$ cat src/rtl/spi_block_reader.sv
// spi_block_reader: receives SPI data-response blocks and bursts their payload to an MCB write port; optional CRC16 check under SPI_READER_CRC16_EN
module spi_block_reader #(
  parameter int BLOCK_BYTES   = 512,
  parameter int BURST_WORDS   = 32,
  parameter int TOKEN_TIMEOUT = 4095
) (
  input  logic        clk,
  input  logic        rst,
  input  logic        calib_done,
  input  logic        sclk_posedge,
  input  logic        sclk_negedge,
  input  logic        in,
  input  logic        en,
  input  logic [29:0] start_addr,
  input  logic [7:0]  n_blocks,
  output logic        busy,
  output logic        done,
  output logic        error,
  output logic [2:0]  err_code,
  output logic        mem_cmd_en,
  output logic [2:0]  mem_cmd_instr,
  output logic [5:0]  mem_cmd_bl,
  output logic [29:0] mem_cmd_byte_addr,
  input  logic        mem_cmd_full,
  output logic        mem_wr_en,
  output logic [3:0]  mem_wr_mask,
  output logic [31:0] mem_wr_data,
  input  logic        mem_wr_full,
  input  logic        mem_wr_empty,
  input  logic        mem_wr_underrun,
  input  logic        mem_wr_error
);
  localparam int BW = $clog2(BLOCK_BYTES + 1);
  localparam int WW = $clog2(BURST_WORDS + 1);
  localparam int TW = $clog2(TOKEN_TIMEOUT + 1);
  localparam logic [BW-1:0] LAST_BYTE = BW'(BLOCK_BYTES - 1);
  localparam logic [WW-1:0] LAST_WORD = WW'(BURST_WORDS - 1);
  localparam logic [TW-1:0] LAST_TMO = TW'(TOKEN_TIMEOUT - 1);
  localparam logic [29:0] ADDR_STEP = 30'(4 * BURST_WORDS);
  typedef enum logic [2:0] {IDLE, TOKEN, DATA, CRC, FLUSH, ERROR} state_t;
  state_t state;
  logic [2:0] bit_cnt;
  logic [7:0] cur_byte;
  logic byte_valid;
  logic [BW-1:0] byte_cnt;
  logic [WW-1:0] word_cnt;
  logic [TW-1:0] tmo_cnt;
  logic [7:0] blk_left;
  logic [29:0] addr;
  logic cmd_due;
  logic crc_cnt;
  logic word_done, burst_done, tok_err, tmo_err, crc_bad, ovf, mcb_err;
  logic [2:0] err_nxt;
  assign busy = state != IDLE;
  assign done = state == IDLE && !en;
  assign mem_cmd_instr = 3'b000;
  assign mem_cmd_bl = 6'(BURST_WORDS - 1);
  assign mem_wr_mask = 4'b0000;
  assign word_done = byte_valid && state == DATA && byte_cnt[1:0] == 2'd3;
  assign burst_done = word_done && word_cnt == LAST_WORD;
  assign tok_err = state == TOKEN && byte_valid && cur_byte[7:5] == 3'd0;
  assign tmo_err = state == TOKEN && byte_valid && cur_byte != 8'hFE && cur_byte[7:5] != 3'd0 && tmo_cnt == LAST_TMO;
  assign ovf = (word_done && mem_wr_full) || (cmd_due && mem_cmd_full);
  assign mcb_err = calib_done && (mem_wr_error || mem_wr_underrun) && state != IDLE && state != ERROR;
  assign err_nxt = tok_err ? 3'd1 : tmo_err ? 3'd2 : crc_bad ? 3'd3 : ovf ? 3'd4 : mcb_err ? 3'd5 : 3'd0;
`ifdef SPI_READER_CRC16_EN
  logic [15:0] crc;
  logic [7:0] crc_hi;
  function automatic logic [15:0] crc_byte(input logic [15:0] c, input logic [7:0] d);
    logic [15:0] r;
    r = c;
    for (int i = 7; i >= 0; i--) r = {r[14:0], 1'b0} ^ ((r[15] ^ d[i]) ? 16'h1021 : 16'h0000);
    return r;
  endfunction
  assign crc_bad = state == CRC && byte_valid && crc_cnt && {crc_hi, cur_byte} != crc;
  // running CRC over the payload, restarted while hunting for each start token
  always_ff @(posedge clk) begin
    if (rst) begin
      crc <= 16'h0000;
      crc_hi <= 8'h00;
    end else begin
      crc <= state == TOKEN ? 16'h0000 : (state == DATA && byte_valid) ? crc_byte(crc, cur_byte) : crc;
      crc_hi <= (state == CRC && byte_valid && !crc_cnt) ? cur_byte : crc_hi;
    end
  end
`else
  assign crc_bad = 1'b0;
`endif
  // bit assembly, block sequencing and MCB command/data generation
  always_ff @(posedge clk) begin
    if (rst) begin
      state <= IDLE;
      bit_cnt <= 3'd7;
      cur_byte <= 8'hFF;
      byte_valid <= 1'b0;
      error <= 1'b0;
      err_code <= 3'd0;
      mem_cmd_en <= 1'b0;
      mem_wr_en <= 1'b0;
      mem_wr_data <= 32'd0;
      mem_cmd_byte_addr <= 30'd0;
      byte_cnt <= '0;
      word_cnt <= '0;
      tmo_cnt <= '0;
      blk_left <= 8'd0;
      addr <= 30'd0;
      cmd_due <= 1'b0;
      crc_cnt <= 1'b0;
    end else begin
      if (sclk_posedge) cur_byte[bit_cnt] <= in;
      if (sclk_negedge) bit_cnt <= bit_cnt - 3'd1;
      byte_valid <= sclk_posedge && bit_cnt == 3'd0;
      mem_wr_en <= 1'b0;
      mem_cmd_en <= 1'b0;
      if (err_nxt != 3'd0) begin
        state <= ERROR;
        error <= 1'b1;
        err_code <= err_nxt;
        cmd_due <= 1'b0;
      end else begin
        if (cmd_due) begin
          cmd_due <= 1'b0;
          mem_cmd_en <= 1'b1;
          mem_cmd_byte_addr <= addr;
          addr <= addr + ADDR_STEP;
        end
        case (state)
          IDLE: if (en) begin
            addr <= start_addr & ~30'h3;
            blk_left <= n_blocks == 8'd0 ? 8'd1 : n_blocks;
            tmo_cnt <= '0;
            byte_cnt <= '0;
            word_cnt <= '0;
            state <= TOKEN;
          end
          TOKEN: if (byte_valid) begin
            if (cur_byte == 8'hFE) begin
              state <= DATA;
              byte_cnt <= '0;
              word_cnt <= '0;
            end else tmo_cnt <= tmo_cnt + TW'(1);
          end
          DATA: if (byte_valid) begin
            mem_wr_data <= {mem_wr_data[23:0], cur_byte};
            byte_cnt <= byte_cnt + BW'(1);
            if (word_done) begin
              mem_wr_en <= 1'b1;
              word_cnt <= burst_done ? '0 : word_cnt + WW'(1);
              cmd_due <= burst_done;
            end
            if (byte_cnt == LAST_BYTE) begin
              state <= CRC;
              crc_cnt <= 1'b0;
            end
          end
          CRC: if (byte_valid) begin
            crc_cnt <= 1'b1;
            if (crc_cnt) begin
              state <= blk_left > 8'd1 ? TOKEN : FLUSH;
              blk_left <= blk_left - 8'd1;
              tmo_cnt <= '0;
            end
          end
          FLUSH: if (mem_wr_empty) state <= IDLE;
          default: ;
        endcase
      end
    end
  end
endmodule

$ cat config.mk
export PLATFORM = sky130hd
export DESIGN_NAME = spi_block_reader
export DESIGN_NICKNAME = d
export VERILOG_FILES = /design/src/rtl/spi_block_reader.sv
export SDC_FILE = /design/constraint.sdc
export NUM_CORES = 1
export LEC_CHECK = 0
export BUFFER_PORTS_ARGS = -buffer_cell sky130_fd_sc_hd__buf_2
export CELL_PAD_IN_SITES_DETAIL_PLACEMENT = 1
export CELL_PAD_IN_SITES_GLOBAL_PLACEMENT = 1
export CORE_ASPECT_RATIO = 1.5
export CORE_UTILIZATION = 43
export CTS_BUF_LIST = sky130_fd_sc_hd__clkbuf_8
export DETAILED_ROUTE_END_ITERATION = 10
export PLACE_DENSITY_LB_ADDON = 0.05
export SYNTH_ARGS = -nofsm -noshare
export SYNTH_HDL_FRONTEND = slang
export SYNTH_SLANG_ARGS = --single-unit
$ cat constraint.sdc
create_clock -name clk -period 3.15 [get_ports clk]
set_clock_uncertainty 0.15 [all_clocks]
set_input_delay 0.1575 -clock clk [delete_from_list [all_inputs] [get_ports clk]]
set_output_delay 0.1575 -clock clk [all_outputs]
set_load 0.03 [all_outputs]
Word level (Yosys, flattened, before mapping)
Index checks and enable logic that the tools add are counted.
- bits in registers: 151
- bits of input ports: 50
- output and inout port bits: 83
- logic and storage cells: 154
- add/subtract/negate cells: 6
- $lt $le $gt $ge: 3
- eq/ne operators: 29
- muxes and demuxes: 50
- bitwise operators: 4
- reductions and logical operators: 44
- operators with widths (kind ; count):
    2-to-1 mux 30 bit ; 3
    2-to-1 mux 12 bit ; 5
    2-to-1 mux 3 bit ; 14
    2-to-1 mux 10 bit ; 4
    2-to-1 mux 6 bit ; 6
    one-hot mux 12 bit (3 select lines) ; 1
    2-to-1 mux 8 bit ; 4
    adder 30 x 8 -> 30 bit, second input constant ; 1
    one-hot mux 10 bit (3 select lines) ; 1
    one-hot mux 6 bit (3 select lines) ; 1
    AND reduction 9 bit ; 2
    logical AND 1 bit ; 16
    inequality test 2 bit, second input constant ; 8
    one-hot mux 8 bit (2 select lines) ; 1
    one-hot mux 3 bit (5 select lines) ; 1
    nonzero test 3 bit ; 5
    AND reduction 7 bit ; 2
    adder 12 x 1 -> 12 bit, second input constant ; 1
    == test 12 bit, second input constant ; 1
    inequality test 3 bit, second input constant ; 4
    adder 10 x 1 -> 10 bit, second input constant ; 1
    == test 10 x 9 -> 1 bit, second input constant ; 1
    AND reduction 5 bit ; 2
    zero test 3 bit ; 3
    33 further kinds ; 48

Logic depth before layout (Yosys ltp)
Gate-level depths: netlist of the first run.
- depth after elaboration: 11
- gate-level depth with buffers: 9
- mapped depth without buffers: 6

Worst setup path before layout of the first run
OpenSTA, ideal clock, no wires.
- path kind: reg2reg
- from: register byte_cnt[0]
- to: register word_cnt[2]
- library setup time: 96 ps
- arrival: 2524 ps
- required time: 2904 ps
- path slack: 381 ps
- cell stages (with the launch flop): 10
- buffers on the path: 3
- period minus slack after synthesis: 2769 ps
- cell sequence: dfxtp_1 ha_1 buf_6 and3_4 a32o_2 or4_4 buf_6 or3_4 buf_6 o41ai_2
- cells in the longest elaborated chain, start to end: 10
- elaborated cells on any way between the ends: 16
- classes of those cells: eq/ne (2); mux (7); bitwise (1); reduce/logical (6)
- ends and longest elaborated chain (what ; RTL line ; source):
    start: declaration ; 45 ; logic [BW-1:0] byte_cnt;
    start signal: assignment ; 145 ; byte_cnt <= byte_cnt + BW'(1);
    == test 2 bit (*) ; 59 ; assign word_done = byte_valid && state == DATA && byte_cnt[1:0] == 2'd3;
    logical AND 1 bit (*) ; 59 ;
    logical AND 1 bit ; 63 ; assign ovf = (word_done && mem_wr_full) || (cmd_due && mem_cmd_full);
    logical OR 1 bit ; 63 ;
    2-to-1 mux 3 bit (3 in a row) ; 65 ; assign err_nxt = tok_err ? 3'd1 : tmo_err ? 3'd2 : crc_bad ? 3'd3 : ovf ? 3'd4 : mcb_err ? 3'd5 : 3'd0;
    nonzero test 3 bit ; 115 ; if (err_nxt != 3'd0) begin
    inverter 1 bit (no source line) ; -- ;
    AND reduction 7 bit (no source line) ; -- ;
    end signal: assignment ; 148 ; word_cnt <= burst_done ? '0 : word_cnt + WW'(1);
    end: declaration ; 46 ; logic [WW-1:0] word_cnt;
Mark *: on every way between the ends. The rest lies on a longest branch, timed or not. The select of a mux whose other input is x is not followed.
A chain may end at the register's enable or synchronous reset.

Worst setup path in the final report of the first run
- from: register state[2]
- to: register byte_cnt[3]
- cells in the longest elaborated chain, start to end: 11
- elaborated cells on any way between the ends: 29
- classes of those cells: eq/ne (7); mux (5); bitwise (1); reduce/logical (16)
- ends and longest elaborated chain (what ; RTL line ; source):
    start: declaration ; 41 ; state_t state;
    start signal: assignment ; 159 ; state <= blk_left > 8'd1 ? TOKEN : FLUSH;
    == test 3 x 2 -> 1 bit ; 59, 127 ;
    logical AND 1 bit (2 in a row) ; 59 ;
    logical AND 1 bit ; 63 ;
    logical OR 1 bit ; 63 ;
    2-to-1 mux 3 bit (3 in a row) ; 65 ;
    nonzero test 3 bit ; 115 ;
    inverter 1 bit (no source line) ; -- ;
    AND reduction 6 bit (no source line) ; -- ;
Several ways; a longest one is shown, not always the timed one.

==> results of run 1 <==
## cells in the mapped netlist (all sizes together) (5+ instances only)
| library cell | number |
|---|---|
| a32o | 5 |
| ha | 9 |
| mux2i | 49 |
| o311ai | 26 |
| a31oi | 15 |
| and3 | 16 |
| o31ai | 16 |
| o21ai | 68 |
| and2 | 5 |
| o32ai | 6 |
| and4 | 5 |
| clkbuf | 61 |
| a22oi | 6 |
| a21oi | 61 |
| o41ai | 8 |
| nand3 | 51 |
| dfxtp | 147 |
| or4 | 5 |
| a21o | 5 |
| nor3 | 27 |
| nor2 | 41 |
| buf | 30 |
| nand4 | 16 |
| o211ai | 11 |
| a211o | 5 |
| or3 | 11 |
| a211oi | 12 |
| nand2 | 100 |
| inv | 12 |
## stage by stage
stage	util (%)	instances	cell area [um^2]	power, W
after floorplan	-	904	7500	0.00316
after global placement	48.4	1166	8150	0.00352
after detailed placement	48.4	1166	8150	0.00360
after CTS	53.0	1237	8920	0.00509
after global routing	53.0	1237	8920	0.00535
final	53.0	1239	8920	0.00506
## where the power goes
| part | switching, W | total [W] | internal (W) |
|---|---|---|---|
| clock | 0.000806 | 0.00145 | 0.000645 |
| sequential | 0.000184 | 0.00218 | 0.00199 |
| combinational | 0.000939 | 0.00144 | 0.000497 |
| total | 0.00193 | 0.00506 | 0.00313 |
## kinds of logic (layout without fill, tap and decap cells)
family | Yosys count | in the layout | share of synthesized area, %
compound gates | 274 | 274 | 25.0
flops | 147 | 147 | 39.5
simple gates | 304 | 304 | 20.6
mux | 49 | 49 | 6.58
xor+xnor | 2 | 2 | 0.235
other cells | 2 | 17 | 0.101
fa+ha+maj | 9 | 9 | 1.51
buf+inv | 104 | 227 | 6.50
## metal layers
layer  share of wire, %  global-route usage [%]  up-vias
li1                   -                       -     3566
met1                 40                    29.7     3682
met2                 54                    50.4      160
met3                3.7                    5.07       32
met4                1.6                    10.1        0
met5                  0                       0        -
## final cells by class
cell class,instances,share of cell area [%]
Inverter,13,0.547
Timing Repair Buffer,182,13.5
Tap cell,210,2.95
Sequential cell,147,33.0
Antenna cell,2,0.0561
Clock buffer,17,2.62
Clock inverter,15,1.64
Multi-Input combinational cell,653,45.7
## worst max path at each step
stage | to | slack (ns) | startpoint | depth (start not counted)
2_1_floorplan | word_cnt[2]$_SDFFE_PP0P_ | 0.38 | byte_cnt[0]$_SDFFE_PP0P_ | 9
3_3_place_gp | byte_cnt[4]$_SDFFE_PP0P_ | 0.33 | state[2]$_SDFFE_PP0P_ | 5
3_5_place_dp | byte_cnt[4]$_SDFFE_PP0P_ | 0.19 | state[2]$_SDFFE_PP0P_ | 5
4_1_cts | byte_cnt[3]$_SDFFE_PP0P_ | 0.16 | state[2]$_SDFFE_PP0P_ | 5
5_1_grt | byte_cnt[3]$_SDFFE_PP0P_ | 0.03 | state[2]$_SDFFE_PP0P_ | 5
6_report | byte_cnt[3]$_SDFFE_PP0P_ | 0.12 | state[2]$_SDFFE_PP0P_ | 5
## registers in the layout, summed over array words and instances (netlist names), 6 cells and up
register and count:
addr 28, mem_cmd_byte_addr 28, byte_cnt 10, tmo_cnt 12
cur_byte 8, word_cnt 6, blk_left 8, mem_wr_data 32
## worst register-to-register path: stages (launching register included)
cell	delay (ns)
dfxtp_1	0.63
nor2_1	0.18
a32o_2	0.36
or4_4	0.69
or3_4	0.53
o41ai_1	0.38
## repair_timing
item / 4_1_cts / 5_1_grt
hold buffers: 39 / 0
endpoints found under the setup margin: 0 / 0
hold endpoints to repair: 47 / 0
==> reports/qor.csv, run 1 <==
stage;metric;value;unit
worst_setup_path;cp.required;3.35;ns
global_route;grt_pass1_vias;7803;
logic_synthesis;synth_ff_type;dfxtp_1;
logic_synthesis;yosysWarnings;0;
min_path;min_path_type;input pin to flop;
min_path;whs_path_depth;5;
worst_setup_path;critPathKind;flop to flop;
worst_setup_path;cp_max_fo;19;
min_path;min_from;n_blocks[1];
routing;ant_nets;0;
logic_synthesis;synthArstFlopShare;0;%
worst_setup_path;slowest_delay;0.69;ns
sta;period_share;96.1;%
cells_and_area;drive_above_1_share;18.4;%
clock_network;cts_resized;0;
placed_design;gp_congestion;0.822;
worst_setup_path;reg2reg_slack;0.12;ns
logic_synthesis;synth_largest_area_cell;dfxtp_1;
worst_setup_path;endpoint_kind;flop;
cells_and_area;area_delta_synth_final;19.8;%
clock_network;clk_pin_slew;0.09;ns
logic_synthesis;syn-cell-area;0.00745;mm^2
clock_network;clkLatencyLatePin;0.46;ns
clock_network;clk_path_buf_depth;2;
worst_setup_path;cp_top_family;simple AND/OR/NAND/NOR gates;
worst_setup_path;crit_slowest_cell;or4_4;
sta;rsz0062_at_grt;no;
flow_run;max-cap-violations;0;
sta;tightest_slew;1.04;ns
clock_network;post_cts_buffers;0;
logic_synthesis;synth-edff-count;0;
routing;routedWlPerCell;18.9;um
worst_setup_path;r2r_start;state[2]$_SDFFE_PP0P_;
global_route;grt_usage;27.1;%
cells_and_area;layout_commonest_cell;dfxtp_1;
global_route;grt_start_max_net_pins;66;
pwr;leakage;3.52;nW
cells_and_area;fillerInstances;2032;
worst_setup_path;timing.rr.end;byte_cnt[3]$_SDFFE_PP0P_;
worst_setup_path;cp_cell_sequence;nor2_1 -> a32o_2 -> or4_4 -> or3_4 -> o41ai_1;
routing;wl;23400;um
cells_and_area;layout_common_cells;147 x dfxtp_1, 115 x buf_2, 100 x nand2_1;
routing;vias;7440;
pwr;p_per_area;568;mW/mm^2
sta;holdWs;0.0378;ns
sta;period_minus_slack;3.03;ns
routing;firstDrtPassIters;5;
die;chipHeight;163;um
logic_synthesis;synth.distinct_cells;72;
clock_network;cts_tree;done;
die;start_util;44.2;%
sta;drv_slew;0;
clock_network;htree_levels;4;
die;num_rows;58;
logic_synthesis;syn_inst;891;
clock_network;cts_num_sinks;147;
clock_network;cts_root_buffer;clkbuf_8;
worst_setup_path;cp_num_buf_inv;0;
sta;slew_headroom;30.2;%
placed_design;pre_cts_slack;0.192;ns
logic_synthesis;synth_seq_cells;147;
routing;avgViaCountPerCell;6.00;
worst_setup_path;critPathLaunchType;flop;
pwr;max-vdd-ir-drop;380;uV
die;ios;133;
die;die_area;0.0179;mm^2
sta;tns;0;ns
sta;setup_ws;0.121;ns
global_route;grt_pass1_wl;38100;um
routing;drt_iter0_drc;427;
worst_setup_path;rr_worst_depth;5;
logic_synthesis;ys_top_cells_by_area;dfxtp_1 40%, mux2i_1 6.6%, nand2_1 5.0%;
die;core;0.0168;mm^2
placed_design;portBuffers;115;
cells_and_area;multi_input_area;0.00408;mm^2
worst_setup_path;arrival;3.23;ns
sta;timing.fmax;0.330;GHz
placed_design;dp_hpwl;16100;um
logic_synthesis;syn_area_per_cell;8.36;um^2
routing;drc;0;
global_route;gr-total-overflow;0;
clock_network;cts_buffers;17;
cells_and_area;regArea;0.00294;mm^2
cells_and_area;nets;1073;
run_status;status;finished, final reports clean;
sta;setup_viol;0;
die;die_x;109;um
global_route;antenna_found_initial;2;
logic_synthesis;netlist.area_leader.share;39.5;%
min_path;whs_endpoint;blk_left[1]$_SDFFE_PP0P_;
sta;finalHoldViolations;0;
logic_synthesis;seq_area_frac_synth;39.5;%
No activity file was read; power rests on OpenSTA's default activity.
==> inputs of run 2 (changes only) <==
ABC_CLOCK_PERIOD_IN_PS = 2500   (was default)
CORE_UTILIZATION = 39   (was 43)
clock period = 2.5 ns   (was 3.15 ns; I/O delays follow)
==> run 2 against run 1 <==
  * Via count rose by 2.0%
  * Routed wire length up 3.0%
  * Largest power group unchanged
  * Register-to-register slack worse by 0.13 ns
  * The run now ends with setup timing left
==> reports/qor.csv, run 2 (synthesis gave the netlist of run 1 again) <==
stage;metric;value;unit
run_status;status;finished, violations left;
run_status;violations;setup timing;
placed_design;dp_hpwl;17000;um
min_path;whs_endpoint;blk_left[1]$_SDFFE_PP0P_;
sta;timing.fmax;0.398;GHz
global_route;gr-total-overflow;0;
global_route;grt_pass1_wl;39100;um
routing;vias;7587;
worst_setup_path;critPathKind;flop to flop;
sta;tns;-0.00951;ns
cells_and_area;top_register;mem_wr_data;
routing;avgViaCountPerCell;5.79;
global_route;grt_pass1_vias;8084;
sta;rsz0062_at_grt;yes;
sta;slew_headroom;49.0;%
cells_and_area;largest_register_ff_count;32;
cells_and_area;drive_above_1_share;21.5;%
min_path;min_from;n_blocks[1];
die;die_x;115;um
cells_and_area;fillerInstances;2315;
sta;setup_viol;1;
routing;ant_nets;0;
pwr;leakage;3.71;nW
clock_network;htree_levels;4;
sta;tightest_slew;0.765;ns
die;ios;133;
worst_setup_path;endpoint_kind;flop;
cells_and_area;layout_common_cells;145 x dfxtp_1, 115 x buf_2, 100 x nand2_1;
cells_and_area;multi_input_area;0.00411;mm^2
die;chipHeight;171;um
clock_network;clkLatencyLatePin;0.47;ns
sta;period_minus_slack;2.51;ns
worst_setup_path;arrival;2.73;ns
clock_network;cts_num_sinks;147;
worst_setup_path;rr_worst_depth;7;
cells_and_area;layout_commonest_cell;dfxtp_1;
sta;drv_slew;0;
worst_setup_path;critPathLaunchType;flop;
routing;drc;0;
clock_network;cts_buffers;17;
worst_setup_path;cp_max_fo;8;
global_route;antenna_found_initial;1;
cells_and_area;regArea;0.00295;mm^2
clock_network;clk_path_buf_depth;2;
die;num_rows;61;
placed_design;place_area;0.00844;mm^2
routing;drt_iter0_drc;407;
worst_setup_path;reg2reg_slack;-0.01;ns
cells_and_area;area_delta_synth_final;25.3;%
routing;firstDrtPassIters;4;
worst_setup_path;timing.rr.end;byte_cnt[6]$_SDFFE_PP0P_;
sta;period_share;100;%
die;core;0.0186;mm^2
placed_design;gp_congestion;0.798;
clock_network;cts_tree;done;
min_path;whs_path_depth;5;
cells_and_area;top_regs;mem_wr_data: 32 flops, addr: 28 flops, mem_cmd_byte_addr: 28 flops;
min_path;min_path_type;input pin to flop;
cells_and_area;nets;1104;
pwr;max-vdd-ir-drop;291;uV
placed_design;portBuffers;115;
routing;wl;24100;um
routing;routedWlPerCell;18.4;um
sta;finalHoldViolations;0;
cells_and_area;design_area;0.00934;mm^2
pwr;p_per_area;700;mW/mm^2
die;start_util;40.0;%
global_route;grt_start_max_net_pins;66;
pwr;p_total;0.00653;W
worst_setup_path;cp.required;2.72;ns
global_route;grt_usage;25.3;%
clock_network;clk_pin_slew;0.10;ns
flow_run;max-cap-violations;0;
worst_setup_path;r2r_start;byte_cnt[0]$_SDFFE_PP0P_;
cells_and_area;diodes;0;
sta;setup_ws;-0.00951;ns
clock_network;cts_root_buffer;clkbuf_8;
die;die_area;0.0197;mm^2
[run 2: changes by cell type in the layout (fill, tap and decap cells not counted), sizes merged]
cell	before	now
inv	20	22
clkinvlp	2	0
diode	2	0
buf	143	171
clkbuf	17	20
dlygate4sd3	39	40
bufinv	1	0
[run 2: cell type report]
| type | instances | share of cell area (%) |
|---|---|---|
| Sequential cell | 147 | 31.5 |
| Inverter | 13 | 0.523 |
| Clock inverter | 14 | 1.46 |
| Clock buffer | 18 | 2.65 |
| Tap cell | 252 | 3.38 |
| Multi-Input combinational cell | 653 | 44.0 |
| Timing Repair Buffer | 213 | 16.4 |
[run 2: worst max-delay path, cell delays in order (launching register included)]
cell and delay, ns:
dfxtp_2 0.35, ha_2 0.18, and3_4 0.18, a32o_2 0.25
or4_4 0.49, or3_4 0.44, buf_12 0.16, o41ai_2 0.21
[run 2: metrics by stage]
stage / utilization, % / hold WS, ns / setup slack (ns) / std cells
finish: 50.1 / 0.0570 / -0.00951 / 1310
global route: 50.1 / 0.0492 / -0.0478 / 1310
detailed placement: 45.3 / 0.230 / -0.0143 / 1233
global placement: 45.3 / 0.219 / 0.0918 / 1233
floorplan: - / 0.0921 / -0.0275 / 904
CTS: 49.6 / 0.0235 / 0.0102 / 1305
[run 2: how the worst max path moves through the flow]
stage	slack [ns]	cells past startpoint	end	startpoint
final	-0.01	7	byte_cnt[6]$_SDFFE_PP0P_	byte_cnt[0]$_SDFFE_PP0P_
after global routing	-0.05	7	byte_cnt[6]$_SDFFE_PP0P_	byte_cnt[0]$_SDFFE_PP0P_
after CTS	0.01	6	byte_cnt[4]$_SDFFE_PP0P_	byte_cnt[0]$_SDFFE_PP0P_
after detailed placement	-0.01	6	addr[18]$_SDFFE_PP0N_	cur_byte[6]$_SDFFE_PP1P_
after global placement	0.09	6	byte_cnt[3]$_SDFFE_PP0P_	byte_cnt[1]$_SDFFE_PP0P_
after floorplan	-0.03	9	mem_wr_data[10]$_SDFFE_PP0P_	byte_cnt[1]$_SDFFE_PP0P_
[run 2: where the power goes]
| group | total [W] | switching [W] | internal, W |
|---|---|---|---|
| clock | 0.00184 | 0.00107 | 0.000767 |
| combinational | 0.00197 | 0.00122 | 0.000745 |
| sequential | 0.00272 | 0.000213 | 0.00251 |
| total | 0.00653 | 0.00251 | 0.00402 |
[run 2: layer usage]
layer  wire (um)  GRT usage, %
met5          14             0
met4         570          12.4
met3         857          4.55
met2       13300          49.2
met1        9410          25.5
[run 2: repair_timing]
action,CTS,global route
resized for setup,2,5
endpoints found under the hold margin,49,0
pin swaps,0,1
setup buffers,0,3
gates cloned,0,2
endpoints found under the setup margin,4,19
hold buffers,40,0
